<file path="src/rtl/piso_pkg.sv">
// piso_pkg: shared state type and counter sizing for the piso_tx serial transmitter.
package piso_pkg;
  typedef enum logic [1:0] {IDLE, SHIFT, PARITY} state_t;
  function automatic int cnt_w(input int w);
    return $clog2(w + 1);
  endfunction
  localparam int CNT_W = cnt_w(4);
endpackage

</file>
<file path="src/rtl/piso_bit_cnt.sv">
// piso_bit_cnt: frame bit counter with clear, saturating increment and last-bit flag.
module piso_bit_cnt
  import piso_pkg::*;
#(
  parameter int WIDTH = 4
) (
  input  logic clk,
  input  logic rst_n,
  input  logic clr,
  input  logic inc,
  output logic last
);
  localparam int CW = cnt_w(WIDTH);
  logic [CW-1:0] cnt;
  assign last = cnt == CW'(WIDTH - 1);
  always_ff @(posedge clk or negedge rst_n) begin
    if (!rst_n) cnt <= '0;
    else if (clr) cnt <= '0;
    else if (inc && !last) cnt <= cnt + 1'b1;
  end
endmodule

</file>
<file path="src/rtl/piso_tx.sv">
// piso_tx: valid/ready parallel-in serial-out transmitter, LSB first, one bit per clk.
// Define PISO_PARITY_EN to append an even-parity bit to every frame.
module piso_tx
  import piso_pkg::*;
#(
  parameter int WIDTH = 4
) (
  input  logic             clk,
  input  logic             rst_n,
  input  logic             load_valid,
  output logic             load_ready,
  input  logic [WIDTH-1:0] data_in,
  output logic             sout,
  output logic             sout_valid,
  output logic             done
);
  state_t state;
  logic [WIDTH-1:0] shreg;
  logic shifting, cnt_last, accept;
  assign shifting   = state == SHIFT;
  assign sout_valid = state != IDLE;
  assign load_ready = state == IDLE || done;
  assign accept     = load_valid && load_ready;
`ifdef PISO_PARITY_EN
  logic par;
  assign done = state == PARITY;
  assign sout = state == PARITY ? par : shifting && shreg[0];
`else
  assign done = shifting && cnt_last;
  assign sout = shifting && shreg[0];
`endif
  // Counter restarts on every accept so back-to-back frames begin at bit 0.
  piso_bit_cnt #(.WIDTH(WIDTH)) u_cnt (
    .clk  (clk),
    .rst_n(rst_n),
    .clr  (accept || (shifting && cnt_last)),
    .inc  (shifting),
    .last (cnt_last)
  );
  always_ff @(posedge clk or negedge rst_n) begin
    if (!rst_n) begin
      state <= IDLE;
      shreg <= '0;
`ifdef PISO_PARITY_EN
      par   <= 1'b0;
`endif
    end else if (accept) begin
      state <= SHIFT;
      shreg <= data_in;
`ifdef PISO_PARITY_EN
      par   <= ^data_in;
`endif
    end else if (shifting) begin
      shreg <= shreg >> 1;
`ifdef PISO_PARITY_EN
      if (cnt_last) state <= PARITY;
`else
      if (cnt_last) state <= IDLE;
`endif
    end else begin
      state <= IDLE;
    end
  end
endmodule

</file>
<file path="config.mk">
export PLATFORM = sky130hd
export DESIGN_NAME = piso_tx
export DESIGN_NICKNAME = d
export VERILOG_FILES = /design/src/rtl/piso_pkg.sv /design/src/rtl/piso_bit_cnt.sv /design/src/rtl/piso_tx.sv
export SDC_FILE = /design/constraint.sdc
export NUM_CORES = 1
export LEC_CHECK = 0
export BUFFER_PORTS_ARGS = -buffer_cell sky130_fd_sc_hd__buf_2
export CORE_AREA = 8 8 45 47
export DETAILED_ROUTE_END_ITERATION = 10
export DIE_AREA = 0 0 53 55
export PLACE_DENSITY = 0.55
export SYNTH_ARGS = -nofsm -noshare
export SYNTH_HDL_FRONTEND = slang
export SYNTH_SLANG_ARGS = --single-unit
</file>
<file path="constraint.sdc">
create_clock -name clk -period 1.8 [get_ports clk]
set_input_delay 0.36 -clock clk [delete_from_list [all_inputs] [get_ports clk]]
set_output_delay 0.36 -clock clk [all_outputs]
set_load 0.005 [all_outputs]
</file>
Word-level counts from Yosys, hierarchy flattened

Cells that the tools add are included.

Bits of input ports: 7
Word-level logic and storage cells: 25
Flip-flop bits (word level): 9
Bits in latches: 0
Memories: 0
Bits in read-only memories: 0
Output and inout port bits: 4
Bits in writable memories: 0

Reduce and logical (&&, ||, !) cells: 11
Add/subtract/negate cells: 1
$lt $le $gt $ge: 0
Shift operators: 0
Eq/ne operators: 3
Divide/modulo/power cells: 0
Mux-type cells: 7
Bitwise gates (word level): 0
Multipliers: 0

Operator list:

| cell                                                | number |
|---|---|
| two-way mux 4 bit                                   | 2 |
| two-way mux 2 bit                                   | 3 |
| two-way mux 3 bit                                   | 2 |
| nonzero test 2 bit                                  | 3 |
| logical AND 1 bit                                   | 4 |
| adder 3 x 1 -> 3 bit, second input constant         | 1 |
| equality test 3 x 2 -> 1 bit, second input constant | 1 |
| != test 3 x 1 -> 1 bit, second input constant       | 1 |
| equality test 2 x 1 -> 1 bit, second input constant | 1 |
| logical NOT 2 bit                                   | 1 |
| logical OR 1 bit                                    | 2 |
| logical NOT 1 bit                                   | 1 |

Longest topological paths before layout

Gate-level depths: netlist of the first run.

Depth after elaboration: 6
Gate-level depth with buffers: 6
Depth with buffers taken out: 5

By module

From an unflattened synthesis of the first run, not the netlist that was laid out.

Cell total of the unflattened synthesis: 43
Area total of the unflattened synthesis: 471.7 um^2

Modules (own cells, without submodules):

| module       | cells each | instances | seq. area each (um^2) | area each (um^2) |
|---|---|---|---|---|
| piso_tx      | 28         | 1         | 125.1                 | 294.0 |
| piso_bit_cnt | 15         | 1         | 75.1                  | 177.7 |

Least setup slack after synthesis of the first run

Ideal clock, no wire load.

Path kind: register to register
From: register u_cnt.cnt[0]
To: register shreg[3]
Library setup time: 122 ps
Clock period less this slack: 1,408 ps
Buffers on the path: 1
Data required time: 1,678 ps
Arrival time: 1,287 ps
Stages on the path, launching flop included: 6
Path slack: 392 ps
Path through: dfrtp_1 -> ha_1 -> ha_1 -> nand2b_2 -> buf_6 -> a32o_1

Word-level cells in the longest chain between the ends: 5
Elaborated cells between the ends (all ways): 6
Classes of those cells: eq/ne: 1; mux: 1; reduce/logical: 4

Ends and longest elaborated chain:

| what                                                    | RTL line           | source |
|---|---|---|
| start, declared                                         | piso_bit_cnt.sv:14 | `logic [CW-1:0] cnt;` |
| start signal, assigned                                  | piso_bit_cnt.sv:19 | `else if (inc && !last) cnt <= cnt + 1'b1;` |
| equality test 3 x 2 -> 1 bit *                          | piso_bit_cnt.sv:15 | `assign last = cnt == CW'(WIDTH - 1);` |
| logical AND 1 bit *                                     | piso_tx.sv:29      | `assign done = shifting && cnt_last;` |
| logical OR 1 bit *                                      | piso_tx.sv:22      | `assign load_ready = state == IDLE \|\| done;` |
| via load_ready                                          | piso_tx.sv:11      | `output logic load_ready,` |
| logical AND 1 bit *                                     | piso_tx.sv:23      | `assign accept = load_valid && load_ready;` |
| two-way mux 4 bit or nonzero test 2 bit (tied branches) | -                  |  |
| end signal, assigned                                    | piso_tx.sv:49      | `shreg <= data_in;` |
| end signal, assigned                                    | piso_tx.sv:54      | `shreg <= shreg >> 1;` |
| end, declared                                           | piso_tx.sv:18      | `logic [WIDTH-1:0] shreg;` |

The timed path passes the listed nets; every way through them passes the cells marked *.
A chain may end at the register's enable or synchronous reset.

Worst setup path after layout of the first run

From: register u_cnt.cnt[0]
To: output port load_ready

Word-level cells in the longest chain between the ends: 3

Ends and longest elaborated chain:

| what                         | RTL line |
|---|---|
| equality test 3 x 2 -> 1 bit | piso_bit_cnt.sv:15 |
| logical AND 1 bit            | piso_tx.sv:29 |
| logical OR 1 bit             | piso_tx.sv:22 |
| end, declared                | piso_tx.sv:11 |

No other way between the ends.

==> results_dict.tcl, run 1 <==
set metrics [dict create \
    grt_overflow_total 0 \
    final_util_pct 38.3 \
    gp_congestion 0.752 \
    postSynthAreaPerCell_um2 11.0 \
    grt_start_max_net_pins 10 \
    rrSetupSlack_ns 0.45 \
    slew_headroom_pct 75.2 \
    swShare_pct 34.5 \
    clock_power_share_pct 17.8 \
    cts_buffer_depth 2 \
    reg2reg_depth 4 \
    antenna_found_initial 0 \
    clock_latency_ns 0.26 \
    finalWirelength_um 779 \
    vias_per_cell 4.70 \
    clkTransAtPathRegs_ns 0.05 \
    io_pins 11 \
    hpwl_um 605 \
    cts-root-buf "clkbuf_4" \
    cts_num_sinks 8 \
    nets 65 \
    fin_setup_tns_ns 0 \
    worst_pin_slew_ns 0.371 \
    ant_nets 0 \
    numPortBuffers 10 \
    pwr-share-seq_pct 39.6 \
    timing.final.ws_setup_ns 0.0705 \
    cp.arrival_ns 1.37 \
    outcome "finished clean" \
    cpMostUsedCell "ha_1" \
    die_h_um 55 \
    htreeDepth 1 \
    cp-end-kind "output pin" \
    cp_slowest_stage_delay_ns 0.38 \
    numCtsBuffers 3 \
    hold_path_class "in -> reg" \
    path_class "reg -> out" \
    syn-cell-area_um2 449 \
    routedWlPerCell_um 11.3 \
    hold_end "shreg[0]$_DFFE_PN0P_" \
    antennaDiodeCount 0 \
    dieArea_um2 2920 \
    cpMaxStageDelayCell "dfrtp_1" \
    cts_tree "yes" \
    timing.rr.end "shreg[3]$_DFFE_PN0P_" \
    min_period_ns 1.73 \
    p_per_area_nw_per_um2 1470 \
    fmax_mhz 578 \
    rr_startpoint "u_cnt.cnt[0]$_DFFE_PN0P_" \
    drive_gt1_share_pct 37.7 \
    path_cells "ha_1 > ha_1 > nand2b_4 > buf_2" \
    areaGrowthSynthToFinish_pct 18.1 \
    drt_iter0_markers 3 \
    synthCells 41 \
    cp-start-kind "register" \
    drv_slew 0 \
    hp-start "data_in[0]" \
    p_leak_uw 0.000279 \
    die_w_um 53 \
    place_area_um2 485 \
    synth_fp_nets 51 \
    final_area_um2 531 \
    ys_warn_count 0 \
    maxCapViolCount 0 \
    p_switching_uw 270 \
    combPwrFrac_pct 42.6 \
    dp_slack_ns 0.231 \
    dr.pass1.iters 2 \
    grt_pass1_wl_um 1340 \
    post-route-period-util_pct 96.1 \
    yosysSeqAreaShare_pct 44.6 \
    finalHoldViolations 0 \
    setup_violations 0 \
    cp.required_ns 1.44 \
    rsz0062_at_grt "false" \
    ir_drop_uv 508 \
    finalClockSkew_ns 0.00247 \
    drc_errors 0 \
    synth-seq-cells 8 \
    intPower_uw 512 \
    start_util_pct 32.5 \
    via_count 324 \
    yosysUniqueCellTypes 14 \
    grt_pass1_vias 327 \
    gr-usage-all-layers_pct 6.53 \
    hold_depth 3 \
    coreArea_um2 1380 \
    cp_max_fo 9 \
    rows 14 \
]
==> worst max-delay path by stage <==
stage | start | to
2_1_floorplan | u_cnt.cnt[0]$_DFFE_PN0P_ | shreg[3]$_DFFE_PN0P_
3_3_place_gp | u_cnt.cnt[0]$_DFFE_PN0P_ | load_ready
3_5_place_dp | u_cnt.cnt[0]$_DFFE_PN0P_ | load_ready
4_1_cts | u_cnt.cnt[0]$_DFFE_PN0P_ | load_ready
5_1_grt | u_cnt.cnt[0]$_DFFE_PN0P_ | load_ready
6_report | u_cnt.cnt[0]$_DFFE_PN0P_ | load_ready
==> worst max-delay path, delay by kind of cell, from the launching register on <==
kind / cells / cell delay (ns)
flops: 1 / 0.38
fa+ha+maj: 2 / 0.40
simple gates: 1 / 0.18
buf+inv: 1 / 0.15
==> flip-flops by register name, summed over array words and instances, names as in the netlist <==
name and count:
shreg 4, u_cnt.cnt 3, state 1
==> stage by stage <==
step / total power (uW) / cells / hold WS [ns]
after floorplan: 572 / 41 / 0.0644
after global placement: 616 / 64 / 0.214
after detailed placement: 629 / 64 / 0.209
after CTS: 788 / 68 / 0.342
after global routing: 863 / 69 / 0.342
final: 782 / 69 / 0.347
==> routing by layer <==
metal | track usage (%) | share of wire (%) | wire [um]
met1 | 6.46 | 45 | 352
met2 | 9.96 | 47 | 367
met3 | 2.14 | 4.6 | 36
met4 | 7.76 | 3.1 | 24
met5 | 0 | 0 | 0
==> cells in the mapped netlist (all sizes together) <==
library cell  count  area (um2)
a31oi             3        18.8
a32o              1        10.0
o22ai             3        18.8
mux2              3        45.0
nor2              1        3.75
and2              2        15.0
nand2             3        11.3
dfrtp             8         200
buf               3        33.8
o21ai             3        15.0
inv               5        18.8
nand2b            3        21.3
ha                3        37.5
==> cells in the final DEF, fill, tap and decap left out, drive strengths merged <==
| cell type | Yosys | layout |
|---|---|---|
| a31oi | 3 | 3 |
| a32o | 1 | 1 |
| and2 | 2 | 2 |
| buf | 3 | 11 |
| clkbuf | 0 | 3 |
| dfrtp | 8 | 8 |
| dlygate4sd3 | 0 | 1 |
| ha | 3 | 3 |
| inv | 5 | 5 |
| mux2 | 3 | 3 |
| nand2 | 3 | 3 |
| nand2b | 3 | 3 |
| nor2 | 1 | 1 |
| o21ai | 3 | 3 |
| o22ai | 3 | 3 |
==> layout make-up <==
class                           count  area (um2)
Clock buffer                        3        22.5
Tap cell                           16        20.0
Inverter                            5        18.8
Timing Repair Buffer               12        67.6
Sequential cell                     8         200
Multi-Input combinational cell     25         201
Fill cell                         146         853
==> timing repair <==
action	in CTS	in global routing
endpoints found under the hold margin	8	0
hold buffers	1	0
buffers inserted	0	1
resized for setup	1	0
endpoints found under the setup margin	1	1
==> kinds of logic (layout without fill, tap and decap cells) <==
group,Yosys count,in the layout,share of synthesized area (%)
compound gates,10,10,13.9
fa+ha+maj,3,3,8.36
buf+inv,8,20,11.7
flops,8,8,44.6
mux,3,3,10.0
simple gates,9,9,11.4
==> power by group through the flow <==
| stage | logic (uW) | clock network (uW) | registers, uW |
|---|---|---|---|
| 4_1_cts | 327 | 147 | 313 |
| 6_report | 333 | 139 | 309 |
| 3_3_place_gp | 306 | 0 | 310 |
| 3_5_place_dp | 315 | 0 | 314 |
| 2_1_floorplan | 285 | 0 | 287 |
| 5_1_grt | 387 | 158 | 318 |
Note: power is estimated with default switching activity, not from simulation.
==> run 2: changes to the inputs <==
--- a/config.mk
+++ b/config.mk
@@ -9,7 +9,7 @@
 export CORE_AREA = 8 8 45 47
 export DETAILED_ROUTE_END_ITERATION = 10
 export DIE_AREA = 0 0 53 55
-export PLACE_DENSITY = 0.55
+export PLACE_DENSITY = 0.61
 export SYNTH_ARGS = -nofsm -noshare
 export SYNTH_HDL_FRONTEND = slang
 export SYNTH_SLANG_ARGS = --single-unit
==> results_dict.tcl, run 2 (synthesis gave the netlist of run 1 again) <==
set metrics [dict create \
    grt_start_max_net_pins 10 \
    rr_startpoint "u_cnt.cnt[0]$_DFFE_PN0P_" \
    drive_gt1_share_pct 39.6 \
    fmax_mhz 594 \
    numCtsBuffers 3 \
    min_period_ns 1.68 \
    cts_tree "yes" \
    cp.required_ns 1.44 \
    drv_slew 0 \
    path_class "reg -> out" \
    reg2reg_depth 5 \
    routedWlPerCell_um 11.9 \
    cp-end-kind "output pin" \
    maxCapViolCount 0 \
    start_util_pct 32.5 \
    path_cells "ha_2 > ha_1 > and2_2 > buf_2" \
    cts_buffer_depth 2 \
    finalHoldViolations 0 \
    slew_headroom_pct 75.2 \
    timing.rr.end "shreg[3]$_DFFE_PN0P_" \
    io_pins 11 \
    grt_overflow_total 0 \
    post-route-period-util_pct 93.6 \
    rsz0062_at_grt "false" \
    hp-start "data_in[0]" \
    cp_max_fo 3 \
    numPortBuffers 10 \
    crit_path_start "u_cnt.cnt[0]$_DFFE_PN0P_" \
    fin_setup_tns_ns 0 \
    final_cell_mix "10 x buf_2, 8 x dfrtp_1, 5 x inv_1" \
    top_usage_layer "met2" \
    hold_path_class "in -> reg" \
    drc_errors 0 \
    die_h_um 55 \
    setup_violations 0 \
    cpMaxStageDelayCell "dfrtp_1" \
    largest_registers "shreg: 4 flops, u_cnt.cnt: 3 flops, state: 1 flops" \
    htreeDepth 1 \
    crit_family "flip-flops" \
    worst_pin_slew_ns 0.372 \
    cts_num_sinks 8 \
    antennaDiodeCount 0 \
    rrSetupSlack_ns 0.36 \
    ant_nets 0 \
    mostFrequentLayoutCell "buf_2" \
    drt_iter0_markers 0 \
    cp_num_buf_inv 1 \
    gp_congestion 0.682 \
    die_w_um 53 \
    cp.arrival_ns 1.32 \
    ir_drop_uv 449 \
    finalWirelength_um 818 \
    grt_pass1_vias 323 \
    clkTransAtPathRegs_ns 0.05 \
    nets 65 \
    hpwl_um 620 \
    met2_usage_pct 9.38 \
    coreArea_um2 1380 \
    rows 14 \
    dp_slack_ns 0.235 \
    dr.pass1.iters 1 \
    cp-start-kind "register" \
    grt_use_met3_pct 1.07 \
    dieArea_um2 2920 \
    via_count 336 \
    clock_latency_ns 0.25 \
    p_leak_uw 0.000278 \
    regMostFlops "shreg" \
    p_per_area_nw_per_um2 1490 \
    hold_end "shreg[0]$_DFFE_PN0P_" \
    hold_depth 3 \
    antenna_found_initial 0 \
    cts-root-buf "clkbuf_4" \
    timing.final.ws_setup_ns 0.115 \
    vias_per_cell 4.87 \
    gr-usage-all-layers_pct 6.32 \
    cp_slowest_stage_delay_ns 0.39 \
    outcome "finished clean" \
    power_uw 792 \
    grtUsageMet1_pct 7.42 \
    largest_register_ffs 4 \
    grt_pass1_wl_um 1350 \
    areaGrowthSynthToFinish_pct 18.7 \
    finalClockSkew_ns 0.000271 \
]
==> run 2: cell counts in the layout (fill, tap and decap cells not counted) <==
No cell type changed its count.
==> run 2: stage by stage <==
| step | instance area [um2] | hold slack, ns | std cells | utilization (%) |
|---|---|---|---|---|
| 2_1_floorplan | 449 | 0.0644 | 41 | - |
| 3_3_place_gp | 485 | 0.211 | 64 | 35.1 |
| 3_5_place_dp | 485 | 0.216 | 64 | 35.1 |
| 4_1_cts | 523 | 0.346 | 68 | 37.8 |
| 5_1_grt | 533 | 0.369 | 69 | 38.5 |
| 6_report | 533 | 0.350 | 69 | 38.5 |
==> run 2: layout make-up <==
class | count | area, um2
repair buffers | 12 | 67.6
flip-flops and latches | 8 | 200
inverters | 5 | 18.8
clock buffers | 3 | 22.5
well taps | 16 | 20.0
multi-input cells | 25 | 204
fillers | 141 | 851
==> run 2: what timing repair did <==
action / 4_1_cts / 5_1_grt
setup buffers: 0 / 1
pin swaps: 0 / 0
endpoints found under the hold margin: 8 / 0
resized for setup: 1 / 1
endpoints found under the setup margin: 1 / 1
gates cloned: 0 / 0
hold buffers: 1 / 0
==> run 2: worst register-to-register path: cells and delay by family, from the launching register on <==
kind | cells | cell delay (ns)
compound gates | 1 | 0.25
flops | 1 | 0.39
simple gates | 1 | 0.14
buf+inv | 1 | 0.17
fa+ha+maj | 2 | 0.37
==> run 2: per-layer routing <==
metal / wire length (um) / up-vias / part of all wire (%)
met4: 13 / 0 / 1.6
met3: 46 / 2 / 5.6
met1: 380 / 159 / 46
met2: 378 / 7 / 46
met5: 0 / - / 0
li1: - / 168 / -
==> run 2: worst max-delay path by stage <==
stage	to	slack [ns]	cells after the start
after floorplan	shreg[3]$_DFFE_PN0P_	0.39	5
after global placement	load_ready	0.26	4
after detailed placement	load_ready	0.24	4
after CTS	load_ready	0.04	4
after global routing	done	0.04	4
final	done	0.12	4
==> run 2: power breakdown <==
| group | internal [uW] | switching [uW] |
|---|---|---|
| Clock | 76.4 | 62.3 |
| Combinational | 190 | 151 |
| Sequential | 251 | 61.9 |
==> run 3: changes to the inputs <==
--- a/config.mk
+++ b/config.mk
@@ -9,7 +9,7 @@
 export CORE_AREA = 8 8 45 47
 export DETAILED_ROUTE_END_ITERATION = 10
 export DIE_AREA = 0 0 53 55
-export PLACE_DENSITY = 0.61
+export PLACE_DENSITY = 0.63
 export SYNTH_ARGS = -nofsm -noshare
 export SYNTH_HDL_FRONTEND = slang
 export SYNTH_SLANG_ARGS = --single-unit
==> constraint.sdc (replaced) <==
create_clock -name clk -period 1.5 [get_ports clk]
set_input_delay 0.3 -clock clk [delete_from_list [all_inputs] [get_ports clk]]
set_output_delay 0.3 -clock clk [all_outputs]
set_load 0.005 [all_outputs]
==> results_dict.tcl, run 3 (synthesis gave the netlist of run 1 again) <==
set metrics [dict create \
    ant_nets 0 \
    cts-root-buf "clkbuf_4" \
    clock_power_share_pct 14.7 \
    violations "negative setup slack" \
    antennaDiodeCount 0 \
    cp-end-kind "output pin" \
    outcome "finished, violations left" \
    cpMostUsedCell "ha_4" \
    die_h_um 55 \
    setup_violations 2 \
    timing.final.ws_setup_ns -0.0404 \
    regMostFlops "shreg" \
    numPortBuffers 10 \
    die_w_um 53 \
    finalClockSkew_ns 0.00449 \
    cp.arrival_ns 1.24 \
    via_count 350 \
    slew_headroom_pct 82.6 \
    gp_congestion 0.689 \
    rsz0062_at_grt "true" \
    pwr-share-seq_pct 35.2 \
    cts_buffer_depth 2 \
    finalHoldViolations 0 \
    post-route-period-util_pct 103 \
    drt_iter0_markers 6 \
    grt_pass1_wl_um 1310 \
    p_switching_uw 374 \
    power_uw 1100 \
    final_cell_mix "8 x buf_2, 7 x dfrtp_1, 5 x inv_1" \
    cpMaxStageDelayCell "dfrtp_1" \
    gr-usage-all-layers_pct 6.27 \
    coreArea_um2 1380 \
    vias_per_cell 4.86 \
    fin_hold_ws_ns 0.296 \
    path_cells "ha_4 > ha_4 > and2_4 > buf_6" \
    drc_errors 0 \
    mostFrequentLayoutCell "buf_2" \
    start_util_pct 32.5 \
    htreeDepth 1 \
    combPwrFrac_pct 50.1 \
    cp_slowest_stage_delay_ns 0.41 \
    path_class "reg -> out" \
    top_layer "met4" \
    rows 14 \
    dr.pass1.iters 4 \
    swShare_pct 33.9 \
    worst_pin_slew_ns 0.259 \
    m1WireLength_um 399 \
    routedWlPerCell_um 12.3 \
    cp.required_ns 1.20 \
    cp_max_fo 2 \
    largest_register_ffs 4 \
    clkTransAtPathRegs_ns 0.06 \
    areaGrowthSynthToFinish_pct 32.0 \
    grt_start_max_net_pins 10 \
    cts_tree "yes" \
    cts_num_sinks 8 \
    dp_slack_ns 0.0284 \
    p_per_area_nw_per_um2 1860 \
    grt_overflow_total 0 \
    fmax_mhz 649 \
    maxCapViolCount 0 \
    nets 68 \
    min_period_ns 1.54 \
    wl_met2_um 408 \
    intPower_uw 728 \
    numCtsBuffers 3 \
    cp-start-kind "register" \
    hold_path_class "in -> reg" \
    p_leak_uw 0.000297 \
    io_pins 11 \
    dieArea_um2 2920 \
    antenna_found_initial 0 \
    drv_slew 0 \
    wl_met3_um 31 \
    drive_gt1_share_pct 46.4 \
    grt_pass1_vias 348 \
    largest_registers "shreg: 4 flops, u_cnt.cnt: 3 flops, state: 1 flops" \
    finalWirelength_um 882 \
    ir_drop_uv 593 \
    clock_latency_ns 0.25 \
]
==> run 3: changes by cell type in the layout (fill, tap and decap cells not counted), sizes merged <==
cell / before / now
buf: 11 / 14
==> run 3: final cells by class <==
type | count | area, um2
timing repair buffer | 15 | 103
inverter | 5 | 18.8
fill | 135 | 791
tap | 16 | 20.0
multi-input combinational | 25 | 228
sequential | 8 | 201
clock buffer | 3 | 22.5
==> run 3: final timing paths <==
kind                                           from                       end  slack, ns  depth (start not counted)
setup / recovery           u_cnt.cnt[0]$_DFFE_PN0P_                      done      -0.04                          4
hold / removal                           data_in[0]      shreg[0]$_DFFE_PN0P_       0.30                          3
setup reg to reg           u_cnt.cnt[0]$_DFFE_PN0P_      shreg[3]$_DFFE_PN0P_       0.10                          5
hold reg to reg            u_cnt.cnt[2]$_DFFE_PN0P_  u_cnt.cnt[2]$_DFFE_PN0P_       0.50                          2
max in group asynchronous                     rst_n      state[0]$_DFFE_PN0P_       0.90                          2
min in group asynchronous                     rst_n      shreg[0]$_DFFE_PN0P_       0.42                          2
==> run 3: power by group through the flow <==
stage,Combinational (uW),Sequential [uW],Clock [uW]
global placement,387,371,0
floorplan,342,345,0
finish,552,388,162
detailed placement,407,374,0
global route,611,400,181
CTS,544,372,167
==> run 3: layer usage <==
metal	vias up	GRT usage, %
met4	0	7.76
met1	167	6.18
met2	9	10.4
met3	4	0.802
li1	170	-
met5	-	0
==> run 3: worst max-delay path, delay by kind of cell (launching register included) <==
kind | cells | cell delay, ns
flip-flops | 1 | 0.41
buffers and inverters | 1 | 0.10
AND/OR/NAND/NOR | 1 | 0.15
adder cells (fa/ha/maj) | 2 | 0.33
==> run 3: repair_timing <==
item,CTS,global route
hold buffers,1,0
gates resized for setup,7,2
pin swaps,2,2
hold endpoints to repair,8,0
buffers inserted,3,0
gates cloned,0,0
setup endpoints to repair,2,3
==> run 3: stage by stage <==
stage,instance area [um2],cells,util (%),TNS [ns]
CTS,582,72,42.0,-0.106
floorplan,449,41,-,0
global placement,493,65,35.6,0
global route,593,72,42.9,-0.167
finish,593,72,42.9,-0.0756
detailed placement,493,65,35.6,0
